`src/rtl/uart_arb_pkg.sv`:
```
// Shared types and constants for the UART transmit-port arbiter.
// UART_ARB_ID_HEADER_EN (optional) adds the HDR state that emits a client-ID byte.
package uart_arb_pkg;

   typedef enum logic [1:0] {
      IDLE = 2'd0,
      HDR  = 2'd1,
      XFER = 2'd2
   } state_t;

   localparam logic [3:0] HDR_TAG = 4'hA;

   // Index width for n clients; never below one bit.
   function automatic int id_width(input int n);
      return (n <= 2) ? 1 : $clog2(n);
   endfunction

endpackage

```
`src/rtl/uart_tx_arbiter_if.sv`:
```
// Client-side request bundle plus the uart_control write port seen by the arbiter.
// The HDR byte (UART_ARB_ID_HEADER_EN) travels on the same uart_* signals.
interface uart_tx_arbiter_if #(
   parameter int NUM_REQ = 4
);
   import uart_arb_pkg::*;

   localparam int ID_W = id_width(NUM_REQ);

   logic [NUM_REQ-1:0]       req_valid;
   logic [NUM_REQ-1:0][7:0]  req_data;
   logic [NUM_REQ-1:0]       req_last;
   logic [NUM_REQ-1:0]       req_ready;
   logic                     uart_w_en;
   logic [7:0]               uart_data_in;
   logic                     uart_full;
   logic [ID_W-1:0]          grant_id;
   logic                     busy;

   modport slave (
      input  req_valid, req_data, req_last, uart_full,
      output req_ready, uart_w_en, uart_data_in, grant_id, busy
   );

   modport master (
      output req_valid, req_data, req_last, uart_full,
      input  req_ready, uart_w_en, uart_data_in, grant_id, busy
   );

endinterface

```
`src/rtl/uart_rr_pick.sv`:
```
// Combinational round-robin picker: first set request strictly after last_ptr_i, wrapping.
// Independent of UART_ARB_ID_HEADER_EN.
module uart_rr_pick #(
   parameter int NUM_REQ = 4,
   parameter int ID_W    = 2
) (
   input  logic [NUM_REQ-1:0] req_i,
   input  logic [ID_W-1:0]    last_ptr_i,
   output logic [ID_W-1:0]    winner_o,
   output logic               any_o
);

   logic [ID_W-1:0] idx;

   // Scan from the farthest offset down so the nearest requester is written last and wins.
   always_comb begin
      winner_o = '0;
      any_o    = 1'b0;
      idx      = '0;
      for (int off = NUM_REQ; off >= 1; off--) begin
         idx = ID_W'((int'(last_ptr_i) + off) % NUM_REQ);
         if (req_i[idx]) begin
            winner_o = idx;
            any_o    = 1'b1;
         end
      end
   end

endmodule

```
`src/rtl/uart_tx_arbiter.sv`:
```
// Round-robin, burst-locked sharing of the uart_control byte-write port among NUM_REQ clients.
// Define UART_ARB_ID_HEADER_EN to prefix each grant with a {4'hA, grant_id} header byte.
module uart_tx_arbiter
   import uart_arb_pkg::*;
#(
   parameter int NUM_REQ   = 4,
   parameter int MAX_BURST = 16
) (
   input  logic                clk,
   input  logic                rst_n,
   uart_tx_arbiter_if.slave    bus
);

   localparam int ID_W = id_width(NUM_REQ);

   state_t          state_q, state_d;
   logic [ID_W-1:0] grant_q, grant_d;
   logic [ID_W-1:0] rr_ptr_q, rr_ptr_d;
   logic [7:0]      burst_q, burst_d;
   logic [ID_W-1:0] pick_winner;
   logic            pick_any;

   logic [NUM_REQ-1:0] ready;
   logic               w_en;
   logic [7:0]         data;

   uart_rr_pick #(
      .NUM_REQ (NUM_REQ),
      .ID_W    (ID_W)
   ) u_pick (
      .req_i      (bus.req_valid),
      .last_ptr_i (rr_ptr_q),
      .winner_o   (pick_winner),
      .any_o      (pick_any)
   );

   always_ff @(posedge clk or negedge rst_n) begin
      if (!rst_n) begin
         state_q  <= IDLE;
         grant_q  <= '0;
         rr_ptr_q <= ID_W'(NUM_REQ - 1);
         burst_q  <= '0;
      end else begin
         state_q  <= state_d;
         grant_q  <= grant_d;
         rr_ptr_q <= rr_ptr_d;
         burst_q  <= burst_d;
      end
   end

   always_comb begin
      state_d  = state_q;
      grant_d  = grant_q;
      rr_ptr_d = rr_ptr_q;
      burst_d  = burst_q;
      ready    = '0;
      w_en     = 1'b0;
      data     = '0;
      case (state_q)
         IDLE: begin
            if (pick_any) begin
               grant_d  = pick_winner;
               rr_ptr_d = pick_winner;
`ifdef UART_ARB_ID_HEADER_EN
               state_d  = HDR;
`else
               state_d  = XFER;
`endif
            end
         end
`ifdef UART_ARB_ID_HEADER_EN
         HDR: begin
            if (!bus.uart_full) begin
               w_en    = 1'b1;
               data    = {HDR_TAG, 4'(grant_q)};
               state_d = XFER;
            end
         end
`endif
         XFER: begin
            ready[grant_q] = !bus.uart_full;
            w_en           = bus.req_valid[grant_q] & !bus.uart_full;
            if (w_en) begin
               data = bus.req_data[grant_q];
               // Release on the client's last byte or once MAX_BURST bytes have gone out.
               if (bus.req_last[grant_q] || burst_q == 8'(MAX_BURST - 1)) begin
                  burst_d = '0;
                  state_d = IDLE;
               end else begin
                  burst_d = burst_q + 8'd1;
               end
            end
         end
         default: state_d = IDLE;
      endcase
   end

   assign bus.req_ready    = ready;
   assign bus.uart_w_en    = w_en;
   assign bus.uart_data_in = data;
   assign bus.grant_id     = grant_q;
   assign bus.busy         = (state_q != IDLE);

endmodule

```
`src/flat_wrapper.sv`:
```
// flat-port wrapper written by rule: the top's interface ports become plain ports
module uart_tx_arbiter_flat import uart_arb_pkg::*;
#(
   parameter int NUM_REQ   = 4,
   parameter int MAX_BURST = 16
)
  (clk, rst_n, bus_req_valid, bus_req_data, bus_req_last, bus_uart_full, bus_req_ready, bus_uart_w_en, bus_uart_data_in, bus_grant_id, bus_busy);
  uart_tx_arbiter_if #(.NUM_REQ(NUM_REQ)) bus_i ();
  input  logic clk;
  input  logic rst_n;
  input wire logic [$bits(bus_i.req_valid)-1:0] bus_req_valid;
  input wire logic [$bits(bus_i.req_data)-1:0] bus_req_data;
  input wire logic [$bits(bus_i.req_last)-1:0] bus_req_last;
  input wire logic [$bits(bus_i.uart_full)-1:0] bus_uart_full;
  output wire logic [$bits(bus_i.req_ready)-1:0] bus_req_ready;
  output wire logic [$bits(bus_i.uart_w_en)-1:0] bus_uart_w_en;
  output wire logic [$bits(bus_i.uart_data_in)-1:0] bus_uart_data_in;
  output wire logic [$bits(bus_i.grant_id)-1:0] bus_grant_id;
  output wire logic [$bits(bus_i.busy)-1:0] bus_busy;
  assign bus_i.req_valid = bus_req_valid;
  assign bus_i.req_data = bus_req_data;
  assign bus_i.req_last = bus_req_last;
  assign bus_i.uart_full = bus_uart_full;
  assign bus_req_ready = bus_i.req_ready;
  assign bus_uart_w_en = bus_i.uart_w_en;
  assign bus_uart_data_in = bus_i.uart_data_in;
  assign bus_grant_id = bus_i.grant_id;
  assign bus_busy = bus_i.busy;
  uart_tx_arbiter #(.NUM_REQ(NUM_REQ), .MAX_BURST(MAX_BURST)) u_core (.clk(clk), .rst_n(rst_n), .bus(bus_i));
endmodule
```
`config.mk`:
```
export PLATFORM = sky130hd
export DESIGN_NAME = uart_tx_arbiter_flat
export DESIGN_NICKNAME = d
export VERILOG_FILES = /design/src/rtl/uart_arb_pkg.sv /design/src/rtl/uart_tx_arbiter_if.sv /design/src/rtl/uart_rr_pick.sv /design/src/rtl/uart_tx_arbiter.sv /design/src/flat_wrapper.sv
export SDC_FILE = /design/constraint.sdc
export NUM_CORES = 1
export LEC_CHECK = 0
export CORE_MARGIN = 2
export CORE_UTILIZATION = 36
export CTS_BUF_LIST = sky130_fd_sc_hd__clkbuf_2
export CTS_CLUSTER_DIAMETER = 80
export DETAILED_ROUTE_END_ITERATION = 12
export GPL_TIMING_DRIVEN = 0
export HOLD_SLACK_MARGIN = 0.12
export PLACE_DENSITY = 0.75
export SETUP_SLACK_MARGIN = 0.5
export SYNTH_ARGS = -nofsm -noshare
export SYNTH_HDL_FRONTEND = slang
export SYNTH_SLANG_ARGS = --single-unit
```
`constraint.sdc`:
```
create_clock -name clk -period 2.01 [get_ports clk]
set_input_delay 0.603 -clock clk [delete_from_list [all_inputs] [get_ports clk]]
set_output_delay 0.603 -clock clk [all_outputs]
set_load 0.02 [all_outputs]
```
---- Yosys cells after proc, flatten, opt, wreduce, memory -nomap -nowiden ----
Index checks and enable logic that the tools add are counted.
word-level totals
  register bits after elaboration ......... 14
  output and inout port bits .............. 16
  word-level logic and storage cells ...... 63
operators by class
  $add $sub $neg .......................... 5
  magnitude comparators ................... 6
  equality and inequality tests ........... 5
  multiplexer cells ....................... 33
  bitwise operators ....................... 2
  reductions and logical operators ........ 8
operators with widths
  operator                                                                number
  8-bit two-way mux                                                       4
  8-bit binary-select mux with 2-bit select                               1
  2-bit by 3-bit < comparator with 1-bit output (second input constant)   5
  2-bit two-way mux                                                       7
  1-bit binary-select mux with 2-bit select                               6
  1-bit two-way mux                                                       12
  8-bit by 1-bit adder with 8-bit output (second input constant)          1
  8-bit by 4-bit equality test with 1-bit output (second input constant)  1
  2-bit by 1-bit != test with 1-bit output (second input constant)        3
  2-bit by 1-bit adder with 2-bit output (second input constant)          2
  2-bit adder (second input constant)                                     2
  4-bit bitwise AND                                                       1
  4-bit two-way mux                                                       1
  2-bit case mux with 2 select lines                                      1
  2-bit AND reduction                                                     2
  3-bit AND reduction                                                     1
  1-bit demux with 2-bit select                                           1
  2-bit equality test (second input constant)                             1
  2-bit by 1-bit >= comparator with 1-bit output (second input constant)  1
  2-bit zero test                                                         1
  2-bit nonzero test                                                      1
  1-bit bitwise AND                                                       1
  1-bit logical AND                                                       1
  1-bit zero test                                                         1
  1-bit logical OR                                                        1

---- Logic depth before layout (Yosys ltp) ----
Gate-level depths: netlist of run 1.
  depth after elaboration ................. 9
  gate-level depth with buffers ........... 7
  depth with buffers taken out ............ 6

---- Hierarchy ----
From an unflattened synthesis of run 1, not the netlist that was laid out.
unflattened totals
  cells, all modules ...................... 108
  area total of the unflattened synthesis .. 1,069.8 µm²
modules (own cells, without submodules)
  module           times used  cells an instance  area an instance (µm²)
  uart_tx_arbiter  1           94                 978.4
  uart_rr_pick     1           14                 91.3

---- Worst setup path before layout of run 1 ----
Ideal clock, no wire load.
  kind .................................... reg-to-output
  from .................................... register u_core.grant_q[1], in the netlist u_core.bus.grant_id[1]
  to ...................................... output bus_uart_data_in[0]
  data arrival time ....................... 1,650 ps
  data required time ...................... 1,407 ps
  slack ................................... -243 ps
  stages on the path, launching flop included .. 6
  buffers on the path ..................... 1
  cells stage by stage .................... dfrtp_1 buf_2 mux2_2 o211ai_1 inv_1 and2_1
between the ends
  cells in the longest elaborated chain, start to end .. 5
  elaborated cells on any way between the ends .. 7
  classes of those cells .................. 6 x mux; 1 x bitwise
ends and longest elaborated chain
  item                                       RTL line               text
  from (decl)                                uart_tx_arbiter.sv:17  logic [ID_W-1:0] grant_q, grant_d;
  from (signal assigned)                     uart_tx_arbiter.sv:45  grant_q <= grant_d;
  1-bit binary-select mux with 2-bit select  uart_tx_arbiter.sv:82  w_en = bus.req_valid[grant_q] & !bus.uart_full;
  1-bit two-way mux (not written as such)    uart_tx_arbiter.sv:82
  1-bit bitwise AND                          uart_tx_arbiter.sv:82
  8-bit two-way mux (*)                      uart_tx_arbiter.sv:83  if (w_en) begin
  8-bit two-way mux (*)                      uart_tx_arbiter.sv:59  case (state_q)
  to (decl)                                  flat_wrapper.sv:17     output wire logic [$bits(bus_i.uart_data_in)-1:0] bus_uart_data_in;
Every way passes the cells marked *; elsewhere a longest branch is shown, timed or not. The select of a mux whose other input is x is not followed.

---- Worst setup path in the final report of run 1 ----
  from .................................... input bus_req_data[9]
  to ...................................... output bus_uart_data_in[1]
between the ends
  cells in the longest elaborated chain, start to end .. 4
ends and longest elaborated chain
  item                                       RTL line               text
  from (decl)                                flat_wrapper.sv:12     input wire logic [$bits(bus_i.req_data)-1:0] bus_req_data;
  8-bit binary-select mux with 2-bit select  uart_tx_arbiter.sv:84  data = bus.req_data[grant_q];
  8-bit two-way mux (not written as such)    uart_tx_arbiter.sv:84
  8-bit two-way mux                          uart_tx_arbiter.sv:83
  8-bit two-way mux                          uart_tx_arbiter.sv:59
No other way between the ends. The select of a mux whose other input is x is not followed.

==> qor.csv, run 1 <==
metric,value,unit
root_buffer,clkbuf_2,
hold_buffers,0,
p_leak,0.9121,nW
route.detailed.drc,10,
antenna_found_initial,0,
setup_viol,14,
syn_area_per_cell,9.596,um^2
row_count,19,
ys.flop_type,dfrtp_1,
syn_to_final_growth,101.0,%
path_cells,clkdlybuf4s50_1 -> mux4_1 -> and2_4 -> buf_6,
vias,1269,
clkLatencyLatePin,0.28,ns
async_flop_share,100.0,%
clock.fmax,409.6,MHz
core_area,2805,um^2
crit_buf_inv,2,
n_fill_cell,177,
antenna_cells,0,
seq_area,331.6,um^2
switchingPower,1.085,mW
drt-initial-drc-count,85,
ys_seq_area_share,30.50,%
multi_input_area,889.6,um^2
wire_per_inst,18.67,um
yosys_register_bits,13,
max_stage_delay,0.53,ns
synth_cell_types,34,
place_hpwl,2650,um
r2r_setup_slack,-0.02,ns
synth_edf_count,0,
drt_pass1_iterations,8,
maxCapViolCount,0,
die_area,3439,um^2
syn-cell-area,1075,um^2
start_util,38.31,%
regToRegStartpoint,u_core.bus.grant_id[1],
powerDensity,1213,nW/um^2
clk_pin_slew,0.11,ns
combPwrFrac,77.0,%
clockBufferDepth,2,
status,finished with violations,
clock-sinks,13,
path_delay_family,buffers and inverters,
drt_wl_total,4181,um
cts-buffers-inserted,3,
syn_inst,112,
period_share,121.5,%
grt_remaining_overflow,0,
postRouteAntennaNets,0,
ir_worst_vdd,851.1,uV
endpoint,bus_uart_data_in[1],
grt_pass1_vias,1265,
pin_count,59,
crit_arrival,1.84,ns
grtUsageTotal,22.50,%
fp.dieH,58.64,um
tightest_slew,0.5457,ns
slew_viol_final,0,
clkPwrFrac,5.2,%
worst_slack,-0.4312,ns
grt_pass1_wl,5761,um
nNetsFinal,238,
cp.depth,4,
cts_tree,yes,
htree_levels,1,
crit_fanout,1,
crit_type,primary input to output port,
synth_warnings,0,
finalSetupTns,-3.981,ns
internal_power,1.536,mW
avgViaCountPerCell,5.665,
finalHoldViolCount,0,
r2r_cells,11,
switching_share,41.40,%
drive_gt1_share,48.70,%
final_cell_area,2161,um^2
dpl_cell_area,1765,um^2
seq_power_share,17.8,%
hold_class,register to register,
grt_max_degree,14,
crit_start,bus_req_data[9],
rr_endpoint,u_core.burst_q[2],
syn_nets,156,
relSlewSlack,63.51,%
rsz0062_at_grt,yes,
die_w,58.64,um
required,1.41,ns
place.gp.congestion,0.8218,
skew,0.01343,ns
start_kind,primary input,
critical-path-slowest-cell,mux4_1,
port_buffers,58,
power,2.622,mW
violations,"design-rule violations, negative setup slack",
crit_path_end_kind,output port,
min_period,2.441,ns
## cell type report
class | instances | area share (%)
Buffer | 5 | 3.590
Clock buffer | 4 | 0.9265
Inverter | 4 | 0.8107
Multi-Input combinational cell | 90 | 41.17
Sequential cell | 13 | 15.34
Tap cell | 31 | 1.795
Timing Repair Buffer | 76 | 36.02
Timing Repair inverter | 1 | 0.3474
## power groups by stage
stage	Sequential [mW]	Combinational, mW	Clock, mW
2_1_floorplan	0.472	0.858	0
3_3_place_gp	0.454	1.28	0
3_5_place_dp	0.458	1.31	0
4_1_cts	0.444	1.76	0.136
5_1_grt	0.475	2.13	0.152
6_report	0.466	2.02	0.137
## flip-flops by register name (all words and copies together), names as in the netlist
signal and count:
u_core.burst_q 8, u_core.bus.grant_id 2, u_core.rr_ptr_q 2, u_core.state_q 1
## what timing repair did
item,in CTS,in global routing
setup endpoints to repair,29,25
gates cloned,1,0
gates resized for setup,145,30
pin swaps,15,14
setup buffers,13,5
## kinds of logic (layout without fill, tap and decap cells)
logic type	Yosys count	after routing	share of synthesized area [%]
AO/OA/AOI/OAI	28	28	17.93
AND/OR/NAND/NOR	50	50	24.45
multiplexers	11	11	21.89
flip-flops	13	13	30.50
buffers and inverters	9	90	4.073
adder cells (fa/ha/maj)	1	1	1.164
## cells in the final DEF, fill, tap and decap left out, drive strengths merged, types with 4 or more instances in the layout
master	count
buf	42
clkdlybuf4s50	33
nor2	12
dfrtp	11
nand2	10
mux4	9
o21ai	9
and2	8
a21oi	8
nand3	4
clkbuf	4
and3	4
inv	4
## worst min path at each step
| stage | start | endpoint | slack (ns) | depth (start not counted) |
|---|---|---|---|---|
| 2_1_floorplan | rst_n | u_core.burst_q[0] | 0.31 | 0 |
| 3_3_place_gp | u_core.burst_q[0] | u_core.burst_q[0] | 0.49 | 1 |
| 3_5_place_dp | u_core.burst_q[0] | u_core.burst_q[0] | 0.50 | 1 |
| 4_1_cts | u_core.burst_q[0] | u_core.burst_q[0] | 0.52 | 1 |
| 5_1_grt | u_core.burst_q[1] | u_core.burst_q[1] | 0.58 | 2 |
| 6_report | u_core.burst_q[1] | u_core.burst_q[1] | 0.54 | 2 |
## tightest hold or removal path: cells and delay by family, from the launching register on
family           cells  cell delay (ns)
flip-flops           1             0.40
AND/OR/NAND/NOR      1             0.05
AO/OA/AOI/OAI        1             0.06
## metrics by stage
step / setup WS [ns] / util, % / std cells / hold WS, ns
6_report: -0.4312 / 77.03 / 224 / 0.5419
5_1_grt: -0.4969 / 77.03 / 224 / 0.5800
4_1_cts: -0.5783 / 71.59 / 219 / 0.5186
3_5_place_dp: -1.132 / 62.93 / 201 / 0.4966
3_3_place_gp: -1.109 / 62.93 / 201 / 0.4920
2_1_floorplan: -0.06287 / - / 112 / 0.3074
## per-layer routing
layer,vias to the layer above,track usage [%],share of wire [%]
met3,10,5.934,9.7
met5,-,0,0
met4,0,7.792,2.5
met2,73,44.78,55
li1,580,-,-
met1,606,21.94,33
## cell usage after synthesis (2+ instances only)
cell | number | area (um^2)
a21o_1 | 3 | 22.52
a21oi_1 | 8 | 40.04
and2_1 | 8 | 50.05
and3_1 | 4 | 25.02
buf_2 | 2 | 10.01
dfrtp_1 | 11 | 275.3
dfstp_2 | 2 | 52.55
inv_1 | 4 | 15.01
mux4_1 | 3 | 78.83
mux4_2 | 6 | 135.1
nand2_1 | 9 | 33.78
nand2b_1 | 2 | 12.51
nand3_1 | 4 | 20.02
nor2_1 | 12 | 45.04
nor2b_1 | 3 | 18.77
nor3_1 | 3 | 15.01
nor3b_1 | 2 | 15.01
o21ai_0 | 9 | 45.04
o31ai_1 | 2 | 15.01
Note: power is estimated with default switching activity, not from simulation.
==> run 2: changes to the inputs <==
--- a/config.mk
+++ b/config.mk
@@ -5,14 +5,16 @@
 export SDC_FILE = /design/constraint.sdc
 export NUM_CORES = 1
 export LEC_CHECK = 0
+export CELL_PAD_IN_SITES_DETAIL_PLACEMENT = 0
+export CELL_PAD_IN_SITES_GLOBAL_PLACEMENT = 1
 export CORE_MARGIN = 2
-export CORE_UTILIZATION = 36
+export CORE_UTILIZATION = 26
 export CTS_BUF_LIST = sky130_fd_sc_hd__clkbuf_2
 export CTS_CLUSTER_DIAMETER = 80
 export DETAILED_ROUTE_END_ITERATION = 12
 export GPL_TIMING_DRIVEN = 0
 export HOLD_SLACK_MARGIN = 0.12
-export PLACE_DENSITY = 0.75
+export PLACE_DENSITY = 0.76
 export SETUP_SLACK_MARGIN = 0.5
 export SYNTH_ARGS = -nofsm -noshare
 export SYNTH_HDL_FRONTEND = slang
==> qor.csv, run 2 (synthesis results as in run 1) <==
metric,value,unit,change
status,finished with violations,,
violations,negative setup slack,,
min_period,2.588,ns,+0.1465 ns
rr_endpoint,u_core.burst_q[2],,
ir_worst_vdd,479.0,uV,-44%
htree_levels,1,,unchanged
grt_max_degree,14,,unchanged
root_buffer,clkbuf_2,,
power,2.398,mW,-8.5%
vias,1198,,-5.6%
fp.dieH,68.30,um,+16%
clockBufferDepth,2,,unchanged
hold_class,register to register,,
top_register,u_core.burst_q,,
grtUsageTotal,15.40,%,-7.1 points
nNetsFinal,242,,+1.7%
postRouteAntennaNets,0,,unchanged
place_hpwl,2625,um,-0.95%
seq_area,331.6,um^2,unchanged
tightest_slew,0.5811,ns,+0.03548 ns
r2r_setup_slack,-0.15,ns,-0.13 ns
start_kind,register,,
grt_pass1_wl,5326,um,-7.6%
port_buffers,58,,unchanged
grt_remaining_overflow,0,,unchanged
drt-initial-drc-count,16,,-81%
rsz0062_at_grt,yes,,
p_leak,0.9145,nW,+0.26%
syn_to_final_growth,96.04,%,
die_area,4664,um^2,+36%
seq_power_share,18.8,%,+1.0 points
place.gp.congestion,0.7511,,-8.6%
crit_start,u_core.bus.grant_id[1],,
regToRegStartpoint,u_core.bus.grant_id[1],,
clock.fmax,386.4,MHz,-5.7%
switching_share,39.59,%,-1.8 points
drive_gt1_share,45.18,%,-3.5 points
relSlewSlack,61.14,%,-2.4 points
row_count,23,,+4
avgViaCountPerCell,4.850,,-14%
setup_viol,20,,+6
wire_per_inst,14.42,um,-23%
route.detailed.drc,0,,-10
drt_pass1_iterations,4,,-4
hold_buffers,0,,unchanged
antenna_cells,0,,unchanged
skew,0.001806,ns,-0.01163 ns
clkPwrFrac,5.6,%,+0.4 points
clk_pin_slew,0.12,ns,about the same
cts_tree,yes,,
r2r_cells,11,,unchanged
clkLatencyLatePin,0.26,ns,-0.02 ns
grt_pass1_vias,1200,,-5.1%
final_cell_mix,"clkdlybuf4s50_1 (33), buf_6 (28), buf_4 (12)",,
powerDensity,1138,nW/um^2,-6.2%
combPwrFrac,75.6,%,-1.4 points
core_area,4000,um^2,+43%
endpoint,bus_uart_data_in[1],,
hold_ws,0.5315,ns,-0.01048 ns
switchingPower,0.9492,mW,-13%
start_util,26.87,%,-11 points
drt_wl_total,3562,um,-15%
worst_slack,-0.5777,ns,-0.1465 ns
multi_input_area,807.0,um^2,-9.3%
finalHoldViolCount,0,,unchanged
layout_commonest_cell,clkdlybuf4s50_1,,
maxCapViolCount,0,,unchanged
crit_path_end_kind,output port,,
crit_arrival,1.98,ns,+0.14 ns
period_share,128.7,%,+7.3 points
antenna_found_initial,0,,unchanged
cts-buffers-inserted,3,,unchanged
crit_fanout,4,,+3
internal_power,1.448,mW,-5.7%
required,1.41,ns,about the same
clock-sinks,13,,unchanged
slew_viol_final,0,,unchanged
crit_type,register to output port,,
pin_count,59,,unchanged
largest_reg_flops,8,,unchanged
n_fill_cell,339,,+92%
die_w,68.30,um,+16%
## run 2: worst min-delay path by stage
stage,startpoint,to,depth (start not counted)
floorplan,rst_n,u_core.burst_q[0],0
global placement,u_core.burst_q[0],u_core.burst_q[0],1
detailed placement,u_core.burst_q[0],u_core.burst_q[0],1
CTS,u_core.burst_q[0],u_core.burst_q[0],1
global route,u_core.burst_q[0],u_core.burst_q[0],1
finish,u_core.burst_q[0],u_core.burst_q[0],1
## run 2: repair_timing
item / 4_1_cts / 5_1_grt
endpoints found under the setup margin: 29 / 25
buffers inserted: 18 / 3
cloned: 2 / 0
pin swaps: 7 / 9
resized for setup: 122 / 23
## run 2: worst max-delay path: stages (launching register included)
cell      delay (ns)
dfrtp_2         0.43
buf_6           0.12
mux2_4          0.28
o211ai_1        0.30
buf_4           0.19
inv_4           0.04
buf_6           0.10
and2_4          0.13
buf_6           0.12
## run 2: per-stage QoR
step	setup TNS, ns	cells	worst slack [ns]	util [%]	instance area (um^2)
final	-5.476	247	-0.5777	52.67	2107
after global routing	-7.377	247	-0.6828	52.67	2107
after CTS	-6.579	244	-0.6696	50.20	2008
after detailed placement	-16.43	220	-1.185	44.73	1789
after global placement	-15.35	220	-1.138	44.73	1789
after floorplan	-0.5030	112	-0.06287	-	1146
## run 2: final cells by class
| type | count | share of cell area, % |
|---|---|---|
| multi-input combinational | 90 | 38.30 |
| timing repair buffer | 80 | 38.30 |
| sequential | 13 | 15.74 |
| tap | 50 | 2.969 |
| buffer | 5 | 2.672 |
| clock buffer | 4 | 0.9501 |
| inverter | 4 | 0.8314 |
| timing repair inverter | 1 | 0.2375 |
## run 2: power by group through the flow
stage	combinational, mW	sequential (mW)	clock, mW
after floorplan	0.858	0.472	0
after global placement	1.29	0.460	0
after detailed placement	1.32	0.464	0
after CTS	1.67	0.445	0.141
after global routing	1.95	0.464	0.160
final	1.81	0.450	0.135
## run 2: metal layers
metal  up-vias  global-route usage (%)  routed length [um]
li1        591                       -                   -
met1       574                   17.17                1341
met2        31                   29.85                1972
met3         2                   2.303                 229
met4         0                   4.250                  19
met5         -                       0                   0
==> patch 1: new RTL, config.mk and constraints of run 2 <==
`NUM_REQ` is set to 4 in 4 places; all go to 5.
--- a/src/rtl/uart_tx_arbiter_if.sv
+++ b/src/rtl/uart_tx_arbiter_if.sv
@@ -1,7 +1,7 @@
 // Client-side request bundle plus the uart_control write port seen by the arbiter.
 // The HDR byte (UART_ARB_ID_HEADER_EN) travels on the same uart_* signals.
 interface uart_tx_arbiter_if #(
-   parameter int NUM_REQ = 4
+   parameter int NUM_REQ = 5
 );
    import uart_arb_pkg::*;
 
--- a/src/rtl/uart_rr_pick.sv
+++ b/src/rtl/uart_rr_pick.sv
@@ -1,7 +1,7 @@
 // Combinational round-robin picker: first set request strictly after last_ptr_i, wrapping.
 // Independent of UART_ARB_ID_HEADER_EN.
 module uart_rr_pick #(
-   parameter int NUM_REQ = 4,
+   parameter int NUM_REQ = 5,
    parameter int ID_W    = 2
 ) (
    input  logic [NUM_REQ-1:0] req_i,
--- a/src/rtl/uart_tx_arbiter.sv
+++ b/src/rtl/uart_tx_arbiter.sv
@@ -3,7 +3,7 @@
 module uart_tx_arbiter
    import uart_arb_pkg::*;
 #(
-   parameter int NUM_REQ   = 4,
+   parameter int NUM_REQ   = 5,
    parameter int MAX_BURST = 16
 ) (
    input  logic                clk,
--- a/src/flat_wrapper.sv
+++ b/src/flat_wrapper.sv
@@ -1,7 +1,7 @@
 // flat-port wrapper written by rule: the top's interface ports become plain ports
 module uart_tx_arbiter_flat import uart_arb_pkg::*;
 #(
-   parameter int NUM_REQ   = 4,
+   parameter int NUM_REQ   = 5,
    parameter int MAX_BURST = 16
 )
   (clk, rst_n, bus_req_valid, bus_req_data, bus_req_last, bus_uart_full, bus_req_ready, bus_uart_w_en, bus_uart_data_in, bus_grant_id, bus_busy);
Interface: changed (5 resized); port bits go from 59 to 71. The function was not compared with the original's and may differ.
==> patch 1 against run 2 <==
The run still ends with setup timing left; global-route usage grew 4.2 points; critical path depth up 11; wire length increased to 3.6 times the old value; sequential cell count unchanged; first-iteration DRC count rose to 14 times the old value; synthesized area rose to 2.7 times the old value; non-clock buffer count increased by 117; cell area increased to 2.7 times the old value; clock skew about the same; worst setup slack worse by 1400 ps; hold slack worse by 35 ps; critical path type is now register to register.
Power is left out: the tool's default activity adds up to more than one toggle a clock period on the data nets, which glitch-free logic cannot reach.
==> patch 1: results (changes against run 2) <==
- Largest net degree at the start of global routing: 14 (unchanged)
- Net count, final: 648 (+170%)
- Top Registers: u_core.burst_q x8, u_core.rr_ptr_q x3
- CP Max Fanout: 9 (+5)
- Synth Net Count: 471 (+200%)
- Hpwl dp: 8.141 mm (+210%)
- Primary FF master, synth: dfrtp_1
- Initial antenna violation count: 0 (unchanged)
- RePlAce Congestion: 0.8245 (+9.8%)
- Crit path DAT: 4180 ps (+2200 ps)
- Initial DRC Count: 219 (+203)
- Hold WC Path Type: register to register
- Total Routing Usage GR: 19.61% (+4.2 points)
- Final Setup Violations: 27 (+35%)
- TNS Setup: -27400 ps (-21920 ps)
- CTS Buf Count: 3 (unchanged)
- Failing checks: setup timing
- Clock root buffer: clkbuf_2
- Synth unique cells: 72 (+110%)
- Synth area leaders: ha_1 (11%), dfrtp_1 (10%), mux2i_1 (5.8%)
- ANT cells: 0 (unchanged)
- CTS H-tree depth: 1 (unchanged)
- Most frequent cells after synthesis: nand2_1 (36), a21oi_1 (28), o21ai_0 (28), ha_1 (25), nor2_1 (22)
- DR vias: 3858 (+220%)
- Layout cell share with drive strength beyond 1: 48.51% (+3.3 points)
- Port buffer count: 68 (+17%)
- Status: finished with violations
- Worst Skew: 1.341 ps (-0.4654 ps)
- Register area share after synthesis: 11.06% (-19 points)
- First-pass GRT wire length: 19.85 mm (+270%)
- Number of global-route vias before repair: 3839 (+220%)
- Post-synth ARST share: 100.0% (unchanged)
- Smallest setup slack after layout: -1950 ps (-1372 ps)
- Warnings from Yosys: 0 (unchanged)
- Clk_lat worst skew: 280 ps (+20 ps)
- Clock-pin slew on the worst setup and hold paths: 130 ps
- Post-DP Area: 4106 um2 (+130%)
- Wire length per cell: 17.85 um (+24%)
- Drt pass-1 iters: 5 (+1)
- Most frequent cell after synthesis: nand2_1
- Slew of the pin with the lowest slew margin: 655.0 ps (+73.85 ps)
- Clock tree buffer depth: 2 (unchanged)
[patch 1: logic make-up (layout without fill, tap and decap cells)]
kind of cell	Yosys count	in the layout	share of synthesized area, %
AOI/OAI and AO/OA	130	130	30.86
DFF	13	13	11.06
xor gates and xnor gates	9	9	3.561
adders and majority gates	25	25	10.60
and+or+nand+nor	137	137	23.91
muxes	27	27	11.87
buffers and inverters	52	228	8.139
[patch 1: path summary, 6_finish.rpt]
kind / from / to / slack (ps) / depth (start not counted)
worst max-delay path: u_core.rr_ptr_q[0] / u_core.rr_ptr_q[0] / -1950 / 19
max in group asynchronous: rst_n / u_core.rr_ptr_q[1] / 920 / 1
min in group asynchronous: rst_n / u_core.burst_q[1] / 670 / 1
worst min register to register: u_core.burst_q[3] / u_core.burst_q[3] / 500 / 1
worst min-delay path: u_core.burst_q[3] / u_core.burst_q[3] / 500 / 1
worst max register to register: u_core.rr_ptr_q[0] / u_core.rr_ptr_q[0] / -1950 / 19
[patch 1: layout make-up]
type | count | area [um2]
Buffer | 30 | 384.1
Fill cell | 984 | 5206
Multi-Input combinational cell | 328 | 3094
Sequential cell | 13 | 330.3
Inverter | 22 | 112.6
Clock buffer | 4 | 20.02
Timing Repair Buffer | 172 | 1613
Tap cell | 140 | 175.2
[patch 1: through the flow]
step / std cells / hold WS [ps] / worst slack [ps]
2_1_floorplan: 393 / 307.4 / -1661
3_3_place_gp: 601 / 485.6 / -2675
3_5_place_dp: 601 / 495.8 / -2643
4_1_cts: 685 / 499.1 / -1813
5_1_grt: 709 / 529.0 / -2072
6_report: 709 / 496.3 / -1950
[patch 1: timing repair]
item                                    CTS  global route
setup buffers                            80            24
endpoints found under the setup margin   31            30
gates resized for setup                 244            49
cloned                                    0             0
hold buffers                              0             0
pin swaps                                53            33
[patch 1: per-layer routing]
metal	share of wire, %	GRT usage [%]
met5	0	0
met1	41	24.63
met3	4.6	1.427
met2	52	36.07
met4	2.4	5.083
[patch 1: worst max-delay path, stage by stage (launching register included)]
cell	delay (ps)
dfrtp_2	450
buf_6	150
inv_8	40
clkbuf_16	140
ha_4	160
buf_12	140
xnor2_4	120
o211ai_1	240
and2_4	220
ha_1	140
nand2b_4	130
a22oi_2	80
or4_1	520
a32oi_2	260
o21ai_2	130
buf_4	170
a211o_1	240
a21o_1	170
a41oi_2	230
o21bai_4	160
==> patch 2: new RTL, config.mk and constraints of run 2 <==
Without the edit above. Encoding of `state_t`: now one-hot (3 bits for 3 states).
--- a/src/rtl/uart_arb_pkg.sv
+++ b/src/rtl/uart_arb_pkg.sv
@@ -2,10 +2,10 @@
 // UART_ARB_ID_HEADER_EN (optional) adds the HDR state that emits a client-ID byte.
 package uart_arb_pkg;
 
-   typedef enum logic [1:0] {
-      IDLE = 2'd0,
-      HDR  = 2'd1,
-      XFER = 2'd2
+   typedef enum logic [2:0] {
+      IDLE = 3'b001,
+      HDR  = 3'b010,
+      XFER = 3'b100
    } state_t;
 
    localparam logic [3:0] HDR_TAG = 4'hA;
Formal check against the unedited RTL: same outputs for any inputs over 10 cycles, from zero or initial values and one cycle with rst_n low; not proved beyond that.
==> patch 2 against run 2 <==
The run still ends with setup timing left; largest power group unchanged; cell area rose by 4.3%; global-route usage rose by 0.69 points; wire length rose by 6.8%; worst setup slack improved by 200 ps; count of clock-buffer cells in the layout fell by 1; power fell by 2.8%; sequential cell count rose by 1; critical endpoint is now bus_uart_data_in[2]; highest routed layer unchanged; synthesized area rose by 4.1%; via count rose by 3.5%.
==> patch 2: results (changes against run 2) <==
- CP peak stage delay: 470 ps (+40 ps)
- DR vias: 1240 (+3.5%)
- Synth Area in XOR/XNOR: 0% (unchanged)
- Top reg by flops: u_core.burst_q
- TNS Setup: -2996 ps (+2480 ps)
- RePlAce Congestion: 0.7906 (+5.3%)
- Placed Cells incl. Taps: 216 (-1.8%)
- Largest net degree at the start of global routing: 15 (+1)
- Total Routing Usage GR: 16.10% (+0.69 points)
- Initial DRC Count: 74 (+58)
- Failing checks: setup timing
- Slew of the pin with the lowest slew margin: 612.7 ps (+31.54 ps)
- Hold endpoint: u_core.burst_q[5]
- Cells after Synth: 108 (-3.6%)
- Wire length per cell: 15.46 um (+7.2%)
- Net count, final: 241 (-0.41%)
- Cell Count, Final, Fillers Out: 246 (-0.40%)
- Port buffer count: 58 (unchanged)
- Hold Crit Depth: 1 (unchanged)
- Clock-pin slew on the worst setup and hold paths: 140 ps (+20 ps)
- Post-synthesis adder-cell area fraction: 1.119% (-0.046 points)
- Clk_lat worst skew: 270 ps
- CP Capture Point: bus_uart_data_in[2]
- Worst hold slack: 537.7 ps (+6.198 ps)
- Synth Net Count: 152 (-2.6%)
- Status: finished with violations
- Layout cell share with drive strength beyond 1: 47.96% (+2.8 points)
- CP max-delay cell: mux4_2
- FF-to-FF setup slack: 60 ps (+210 ps)
- Fillers: 375 (+11%)
- CTS H-tree depth: 1 (unchanged)
- Hpwl dp: 2.648 mm (+0.86%)
- Synth unique cells: 39 (+15%)
- ANT cells: 0 (unchanged)
- Worst-case reg-to-reg path depth: 7 (-4)
- Switch Pwr: 0.0008691 W (-8.4%)
- First-pass GRT wire length: 6.313 mm (+19%)
- Final Setup Violations: 12 (-40%)
- Compound-Gate Fraction of Synth Area: 16.33% (-1.6 points)
- Synth area leaders: dfrtp_1 (25%), mux4_2 (14%), dfstp_2 (7.0%)
- LEAKAGE: 0.9974 nW (+9.1%)
- CTS Buf Count: 3 (unchanged)
- Max VDD drop: 0.5845 mV (+22%)
- CP Max Fanout: 1 (-3)
- Hold WC Path Type: register to register
- Worst Skew: 11.87 ps (+10.06 ps)
- Register area share after synthesis: 31.66% (+1.2 points)
- Most frequent cells after synthesis: dfrtp_1 (11), and3_1 (10), nand2_1 (8), mux4_2 (7), nor2_1 (7)
- Hold wc startpoint: u_core.burst_q[5]
- Smallest setup slack after layout: -380.9 ps (+196.8 ps)
- Crit path DAT: 1790 ps (-190 ps)
- Worst r2r src: u_core.bus.grant_id[0]
- R2r endpoint: u_core.state_q[0]
- Mux cell area share after synthesis: 21.14% (-0.74 points)
- Crit path from: bus_req_data[10]
[patch 2: metal layers]
metal | wire length [um] | share of wire (%) | global-route usage, %
met1 | 1656 | 44 | 21.37
met2 | 1835 | 48 | 27.24
met3 | 297 | 7.8 | 3.198
met4 | 13 | 0.34 | 3.268
met5 | 0 | 0 | 0
[patch 2: stage by stage]
stage               power, W  instance area (um2)  setup WS (ps)
finish              0.002332                 2198         -380.9
global route        0.002493                 2198         -470.2
CTS                 0.002277                 2146         -398.1
detailed placement  0.001654                 1887          -1135
global placement    0.001623                 1887          -1109
floorplan           0.001296                 1244          7.954
[patch 2: cell type report]
class,count,area share (%)
Clock inverter,1,0.1707
Inverter,3,0.8537
Sequential cell,14,16.16
Timing Repair Buffer,83,36.20
Clock buffer,3,0.6830
Buffer,5,3.984
Tap cell,50,2.846
Multi-Input combinational cell,87,39.10
[patch 2: cells by family (layout without fill, tap and decap cells)]
group | Yosys count | after routing
fa+ha+maj | 1 | 1
compound gates | 24 | 24
mux | 10 | 11
flops | 14 | 14
buf+inv | 8 | 95
simple gates | 51 | 51
[patch 2: worst max-delay path: cells and delay by family]
| family | cells | cell delay [ps] |
|---|---|---|
| muxes | 1 | 470 |
| buffers and inverters | 2 | 530 |
| and+or+nand+nor | 1 | 190 |
[patch 2: power groups by stage]
stage               Clock, W  Sequential (W)  Combinational (W)
floorplan                  0        0.000484           0.000812
global placement           0        0.000471            0.00115
detailed placement         0        0.000477            0.00118
CTS                 0.000139        0.000474            0.00166
global route        0.000152        0.000487            0.00185
finish              0.000128        0.000475            0.00173
[patch 2: what timing repair did]
| action | 4_1_cts | 5_1_grt |
|---|---|---|
| gates resized for setup | 167 | 4 |
| pin swaps | 11 | 7 |
| setup buffers | 20 | 5 |
| setup endpoints to repair | 30 | 26 |
| cloned | 1 | 0 |
